--- config.mk ---
export PLATFORM = sky130hd
export DESIGN_NAME = mmc1_gen_flat
export DESIGN_NICKNAME = d
export VERILOG_FILES = /design/src/rtl/mmc1_gen_if.sv /design/src/rtl/mmc1_gen.sv /design/src/flat_wrapper.sv
export SDC_FILE = /design/constraint.sdc
export NUM_CORES = 1
export LEC_CHECK = 0
export BUFFER_PORTS_ARGS = -buffer_cell sky130_fd_sc_hd__buf_2
export CAP_MARGIN = 10
export CORE_ASPECT_RATIO = 0.8
export CORE_MARGIN = 2
export CORE_UTILIZATION = 35
export DETAILED_ROUTE_END_ITERATION = 10
export GPL_TIMING_DRIVEN = 1
export RECOVER_POWER = 100
export SLEW_MARGIN = 15
export SYNTH_ARGS = -nofsm -noshare
export SYNTH_HDL_FRONTEND = slang
export SYNTH_SLANG_ARGS = --single-unit
--- constraint.sdc ---
create_clock -name ck -period 4.3 [get_ports ck]
set_input_delay 0.645 -clock ck [delete_from_list [all_inputs] [get_ports ck]]
set_output_delay 0.645 -clock ck [all_outputs]
set_load 0.01 [all_outputs]
--- src/rtl/mmc1_gen_if.sv ---
// CPU/PPU side bus of the MMC1-style bank mapper: write port, live addresses
// and the mapped bank/enable outputs.
interface mmc1_gen_if #(
  parameter int PRG_W = 4,
  parameter int CHR_W = 5
);
  logic             wr;
  logic [1:0]       cpu_sel;
  logic             cpu_d0;
  logic             cpu_d7;
  logic             cpu_a14;
  logic             cpu_wram;
  logic [2:0]       ppu_a;
  logic [PRG_W-1:0] prg_a;
  logic [CHR_W-1:0] chr_a;
  logic             ciram_a10;
  logic             wram_ce_n;

  modport master (
    output wr, cpu_sel, cpu_d0, cpu_d7, cpu_a14, cpu_wram, ppu_a,
    input  prg_a, chr_a, ciram_a10, wram_ce_n
  );

  modport slave (
    input  wr, cpu_sel, cpu_d0, cpu_d7, cpu_a14, cpu_wram, ppu_a,
    output prg_a, chr_a, ciram_a10, wram_ce_n
  );
endinterface

--- src/rtl/mmc1_gen.sv ---
// MMC1-style mapper: serial-loaded ctrl/chr0/chr1/prg registers and the
// combinational PRG/CHR bank, nametable and PRG-RAM enable decode.
module mmc1_gen #(
  parameter int SHIFT_W       = 5,
  parameter int PRG_W         = 4,
  parameter int CHR_W         = 5,
  parameter bit IGNORE_CONSEC = 1'b1
) (
  input logic       ck,
  input logic       res,
  mmc1_gen_if.slave bus
);

  if (SHIFT_W < PRG_W + 1 || SHIFT_W < CHR_W || SHIFT_W < 5) begin : g_bad_params
    $error("mmc1_gen: SHIFT_W must be >= PRG_W+1, >= CHR_W and >= 5");
  end

  localparam int CNT_W = $clog2(SHIFT_W);
  localparam logic [CNT_W-1:0] LAST = CNT_W'(SHIFT_W - 1);

  typedef enum logic [1:0] {
    SEL_CTRL = 2'd0,
    SEL_CHR0 = 2'd1,
    SEL_CHR1 = 2'd2,
    SEL_PRG  = 2'd3
  } sel_e;

  logic [SHIFT_W-1:0] shift, ctrl, chr0, chr1, prg;
  logic [SHIFT_W-1:0] shift_in;
  logic [CNT_W-1:0]   count;
  logic               wr_prev;
  logic               accept;

  assign accept   = bus.wr && (!IGNORE_CONSEC || !wr_prev);
  assign shift_in = {bus.cpu_d0, shift[SHIFT_W-1:1]};

  // NOTE: state registers use non-blocking assignments so every flop samples
  // pre-edge values; blocking here would create order-dependent behaviour.
  always_ff @(posedge ck) begin
    if (res) begin
      shift   <= '0;
      count   <= '0;
      wr_prev <= 1'b0;
      ctrl    <= SHIFT_W'(5'b01100);
      chr0    <= '0;
      chr1    <= '0;
      prg     <= '0;
    end else begin
      wr_prev <= bus.wr;
      if (accept) begin
        if (bus.cpu_d7) begin
          shift      <= '0;
          count      <= '0;
          ctrl[3:2]  <= 2'b11;
        end else if (count == LAST) begin
          // Only the fifth (final) write's select matters.
          case (sel_e'(bus.cpu_sel))
            SEL_CTRL: ctrl <= shift_in;
            SEL_CHR0: chr0 <= shift_in;
            SEL_CHR1: chr1 <= shift_in;
            default:  prg  <= shift_in;
          endcase
          shift <= '0;
          count <= '0;
        end else begin
          shift <= shift_in;
          count <= count + 1'b1;
        end
      end
    end
  end

  // NOTE: every output gets a default at the top of the block so no path
  // leaves it unassigned, which would otherwise infer a latch.
  always_comb begin
    bus.ciram_a10 = 1'b0;
    bus.prg_a     = prg[PRG_W-1:0];
    bus.chr_a     = chr0[CHR_W-1:0];
    bus.wram_ce_n = ~(bus.cpu_wram & ~prg[PRG_W]);

    case (ctrl[1:0])
      2'd0:    bus.ciram_a10 = 1'b0;
      2'd1:    bus.ciram_a10 = 1'b1;
      2'd2:    bus.ciram_a10 = bus.ppu_a[0];
      default: bus.ciram_a10 = bus.ppu_a[1];
    endcase

    // 32K mode swaps bit 0 for live A14; 16K modes fix one half.
    case (ctrl[3:2])
      2'd0, 2'd1: bus.prg_a[0] = bus.cpu_a14;
      2'd2:       bus.prg_a    = bus.cpu_a14 ? prg[PRG_W-1:0] : '0;
      default:    bus.prg_a    = bus.cpu_a14 ? '1 : prg[PRG_W-1:0];
    endcase

    if (!ctrl[4]) bus.chr_a[0] = bus.ppu_a[2];
    else if (bus.ppu_a[2]) bus.chr_a = chr1[CHR_W-1:0];
  end

  // Upper register bits are stored but intentionally have no effect.
  logic unused_bits;
  assign unused_bits = ^{ctrl, chr0, chr1, prg};

endmodule

--- src/flat_wrapper.sv ---
// flat-port wrapper written by rule: the top's interface ports become plain ports
module mmc1_gen_flat 
#(
  parameter int SHIFT_W       = 5,
  parameter int PRG_W         = 4,
  parameter int CHR_W         = 5,
  parameter bit IGNORE_CONSEC = 1'b1
)
  (ck, res, bus_wr, bus_cpu_sel, bus_cpu_d0, bus_cpu_d7, bus_cpu_a14, bus_cpu_wram, bus_ppu_a, bus_prg_a, bus_chr_a, bus_ciram_a10, bus_wram_ce_n);
  mmc1_gen_if #(.PRG_W(PRG_W), .CHR_W(CHR_W)) bus_i ();
  input logic ck;
  input logic res;
  input wire logic [$bits(bus_i.wr)-1:0] bus_wr;
  input wire logic [$bits(bus_i.cpu_sel)-1:0] bus_cpu_sel;
  input wire logic [$bits(bus_i.cpu_d0)-1:0] bus_cpu_d0;
  input wire logic [$bits(bus_i.cpu_d7)-1:0] bus_cpu_d7;
  input wire logic [$bits(bus_i.cpu_a14)-1:0] bus_cpu_a14;
  input wire logic [$bits(bus_i.cpu_wram)-1:0] bus_cpu_wram;
  input wire logic [$bits(bus_i.ppu_a)-1:0] bus_ppu_a;
  output wire logic [$bits(bus_i.prg_a)-1:0] bus_prg_a;
  output wire logic [$bits(bus_i.chr_a)-1:0] bus_chr_a;
  output wire logic [$bits(bus_i.ciram_a10)-1:0] bus_ciram_a10;
  output wire logic [$bits(bus_i.wram_ce_n)-1:0] bus_wram_ce_n;
  assign bus_i.wr = bus_wr;
  assign bus_i.cpu_sel = bus_cpu_sel;
  assign bus_i.cpu_d0 = bus_cpu_d0;
  assign bus_i.cpu_d7 = bus_cpu_d7;
  assign bus_i.cpu_a14 = bus_cpu_a14;
  assign bus_i.cpu_wram = bus_cpu_wram;
  assign bus_i.ppu_a = bus_ppu_a;
  assign bus_prg_a = bus_i.prg_a;
  assign bus_chr_a = bus_i.chr_a;
  assign bus_ciram_a10 = bus_i.ciram_a10;
  assign bus_wram_ce_n = bus_i.wram_ce_n;
  mmc1_gen #(.SHIFT_W(SHIFT_W), .PRG_W(PRG_W), .CHR_W(CHR_W), .IGNORE_CONSEC(IGNORE_CONSEC)) u_core (.ck(ck), .res(res), .bus(bus_i));
endmodule
==> results.md <==
* Status: completed
* Tot GR Track Use at 0.144
* Setup Buffers After CTS at 0
* Most common cell after layout, fill and taps aside: sky130_fd_sc_hd__dfxtp_1
* # rows at 19
* Number of buffers on the longest clock path at 2
* Core area at approximately 0.0035 mm^2
* Peak fanout along the critical path at 5
* Destination of the worst register-to-register timing path: u_core.chr1[3]
* Library cell with the largest summed area after synthesis: sky130_fd_sc_hd__dfxtp_1
* First-pass GRT wire length at 4780 um
* DRC marker count from the first detailed-route iteration at 47
* Vias per cell at 5.33
* Met2 Usage GRT at 0.215
* Total DRC errors in the routed layout at 0
* Worst Skew at approximately 0.003 ns
* PD cells at ~310 mW/mm^2
* Number of antenna violations at the first check in global routing at 0
* Worst Setup Path Type: input port to output pin
* Post-CTS sizing at 0
* CTS Hold Bufs at 0
* Number of standard cells after synthesis at 150
* R2r startpoint: u_core.wr_prev
* Largest stage delay on the critical path at about 0.37 ns
* Post-synthesis instance area at ~0.0013 mm^2
* Hold Startpoint: u_core.chr0[0]
* Normalized max-slew margin at 0.549
* Remaining antenna violation count after routing at 0
* Synth unique cells at 32
* Synth Register Bits at 28
* Net Count, Synth at between 150 and 200
* Die W at 72.3 um
* Area of the die at 0.00424 mm^2
* Final critical delay including setup and external delays at 2.07 ns
* Final clock period utilization by the worst path at 0.482
* Diodes inserted at 0
* Slack of the critical path at about 2.2 ns
* Highest-count cells in the layout ignoring fill and taps: 28 x sky130_fd_sc_hd__dfxtp_1, 20 x sky130_fd_sc_hd__nand2_1, 19 x sky130_fd_sc_hd__a21oi_1
* Detailed-route wire length at between 2000 and 3000 um
* Number of CTS-inserted buffers at 3
* Clock tree from TritonCTS: yes
* Filler cells at 342
* Register Area at 561 um^2
* Hold violation total from the final report at 0
* Synth Area per Inst at 8.71 um^2
* Grt peak-use layer: met2
* Hold Path Cell Cnt at 2
* Cell types with the largest area share after synthesis: sky130_fd_sc_hd__dfxtp_1 43%, sky130_fd_sc_hd__mux2i_1 7.7%, sky130_fd_sc_hd__a21oi_1 7.3%
* Clock latency on the worst-skew pair at approximately 0.27 ns
* Starting density of the core at 0.374
* Worst reg-to-reg path cell count at 3
* Register-to-register path setup slack at about 2.8 ns
* Share of layout cells above drive strength 1 at 0.117
* Min-Delay Path Class: register to register
* DR WL/cell at ~14 um
* Met1 Usage GRT at 0.199
* DP Wirelength at 2190 um
* Cell family with the largest share of critical-path delay: multiplexers
* RSZ-0062 raised after global routing: false
* GRT met3 Usage at 0.0377
* Worst setup EP type: output pin
* Area used by multi-input combinational logic at roughly 710 um^2
* Ys Warns at 0
* Buffers & Inverters on Critical Path at 2
* Cell at the slowest stage of the critical path: sky130_fd_sc_hd__mux2_2
* Vertical die dimension at ~59 um
* Core utilization of the finished layout at 0.426
* Kind of start point of the critical path: input port
* # port buffers at 22
* Clock-pin slew of the registers on the worst-case setup and hold paths at 0.09 ns
* Overall overflow remaining after global route at 0
* Synthesis-to-finish area growth at 13.9%
* IR drop worst, VDD at a little over 200 uV
* Number of global-route vias before repair at 1077
* Max-capacitance violation count at 0
* Root buffer cell: sky130_fd_sc_hd__clkbuf_8
* I/O Pins at 23
* Hold worst-path end: u_core.chr0[0]
* Transition time at the pin with the least slew margin at 0.669 ns
* Data arrival time of the worst path at between 1 and 1.5 ns
* Maximum clock frequency at about 480 MHz
* Placement-stage worst setup slack at 2.22 ns
* Worst endpoint required time at 3.65 ns
* Fraction of the yosys area taken by sequential cells at 0.429
* Slew Limit Fails at 0
* H-tree lvl count at 1
* Number of failing setup endpoints in the final timing report at 0
* Leakage component of the power at 0.600 nW
* Final-stage net count at 186
* Clk sinks at 28
* Top-area cell type share of the netlist area at 0.429
* List of cells traversed by the critical path: buf_2, nand2_1, mux2_2, clkbuf_1
* Detailed Routing Iterations Pass 1 at 4
* RD Place Congestion at a little over 0.8
* Maximum number of pins on one net before global-route repair at 19
* Setup Total Neg Slack at 0 ns
* DR vias at approximately 1100
-- cells in the mapped netlist --
cell type,instances
sky130_fd_sc_hd__a21oi_1,19
sky130_fd_sc_hd__and4bb_2,1
sky130_fd_sc_hd__inv_1,3
sky130_fd_sc_hd__mux2i_1,10
sky130_fd_sc_hd__or2_4,1
sky130_fd_sc_hd__nand2_1,20
sky130_fd_sc_hd__or3b_1,1
sky130_fd_sc_hd__o21ai_1,1
sky130_fd_sc_hd__nor3_1,7
sky130_fd_sc_hd__clkinv_1,1
sky130_fd_sc_hd__xnor2_1,1
sky130_fd_sc_hd__ha_1,2
sky130_fd_sc_hd__nand3b_1,2
sky130_fd_sc_hd__nand3_1,3
sky130_fd_sc_hd__and2_1,1
sky130_fd_sc_hd__o31ai_1,2
sky130_fd_sc_hd__xor2_1,1
sky130_fd_sc_hd__mux2_2,4
sky130_fd_sc_hd__dfxtp_1,28
sky130_fd_sc_hd__a31oi_1,1
sky130_fd_sc_hd__nor4_1,2
sky130_fd_sc_hd__nor3b_2,1
sky130_fd_sc_hd__nand4_1,1
sky130_fd_sc_hd__nor2_1,10
sky130_fd_sc_hd__a31o_1,5
sky130_fd_sc_hd__clkbuf_1,4
sky130_fd_sc_hd__nand4b_1,2
sky130_fd_sc_hd__nor2b_1,2
sky130_fd_sc_hd__buf_2,1
sky130_fd_sc_hd__o21ai_0,3
sky130_fd_sc_hd__nand2b_1,9
sky130_fd_sc_hd__nand4bb_1,1
-- per-layer routing --
| metal | vias up | wire [um] |
|---|---|---|
| met5 | - | 0 |
| met4 | 0 | 48 |
| met3 | 6 | 186 |
| met2 | 36 | 1270 |
| met1 | 522 | 1410 |
| li1 | 571 | - |
-- cell families after synthesis --
group | Yosys count | synth area share
DFF | 28 | 0.429
buffers and inverters | 9 | 0.0268
adders and majority gates | 2 | 0.0192
xor gates and xnor gates | 2 | 0.0134
and+or+nand+nor | 64 | 0.262
muxes | 14 | 0.111
AOI/OAI and AO/OA | 31 | 0.138
-- how the worst max path moves through the flow --
stage | from | to | slack (ns) | depth (start not counted)
2_1_floorplan | bus_ppu_a[2] | bus_chr_a[1] | 2.51 | 2
3_3_place_gp | bus_ppu_a[2] | bus_chr_a[1] | 2.26 | 4
3_5_place_dp | bus_ppu_a[2] | bus_chr_a[4] | 2.22 | 4
4_1_cts | bus_ppu_a[2] | bus_chr_a[4] | 2.22 | 4
5_1_grt | res | u_core.count[0] | 2.09 | 4
6_report | bus_ppu_a[2] | bus_chr_a[4] | 2.23 | 4
-- power by group --
part	internal [W]	switching (W)
registers	0.000261	0.00000254
clock network	0.0000819	0.0000794
logic	0.0000132	0.0000230
-- worst reg2reg max path, delay by kind of cell, from the launching register on --
kind	cells	cell delay [ns]
flip-flops	1	0.35
AND/OR/NAND/NOR	2	0.86
AO/OA/AOI/OAI	1	0.22
-- stage by stage --
step	power, W	hold WS (ns)	std cells	instance area (um^2)
2_1_floorplan	0.000292	0.434	150	1310
3_3_place_gp	0.000306	0.442	209	1450
3_5_place_dp	0.000307	0.460	209	1450
4_1_cts	0.000468	0.474	213	1500
5_1_grt	0.000481	0.494	213	1490
6_report	0.000461	0.472	213	1490
-- sequential cells by signal (all words and copies together), names as in the netlist --
| register | flops |
|---|---|
| u_core.chr1 | 5 |
| u_core.ctrl | 5 |
| u_core.prg | 5 |
| u_core.wr_prev | 1 |
| u_core.chr0 | 5 |
| u_core.count | 3 |
| u_core.shift | 4 |
-- layout make-up --
class,count,area share
Inverter,4,0.0101
Sequential cell,28,0.377
Tap cell,42,0.0353
Clock buffer,4,0.0370
Timing Repair Buffer,22,0.0631
Multi-Input combinational cell,113,0.478
(Power assumes the default switching activity.)
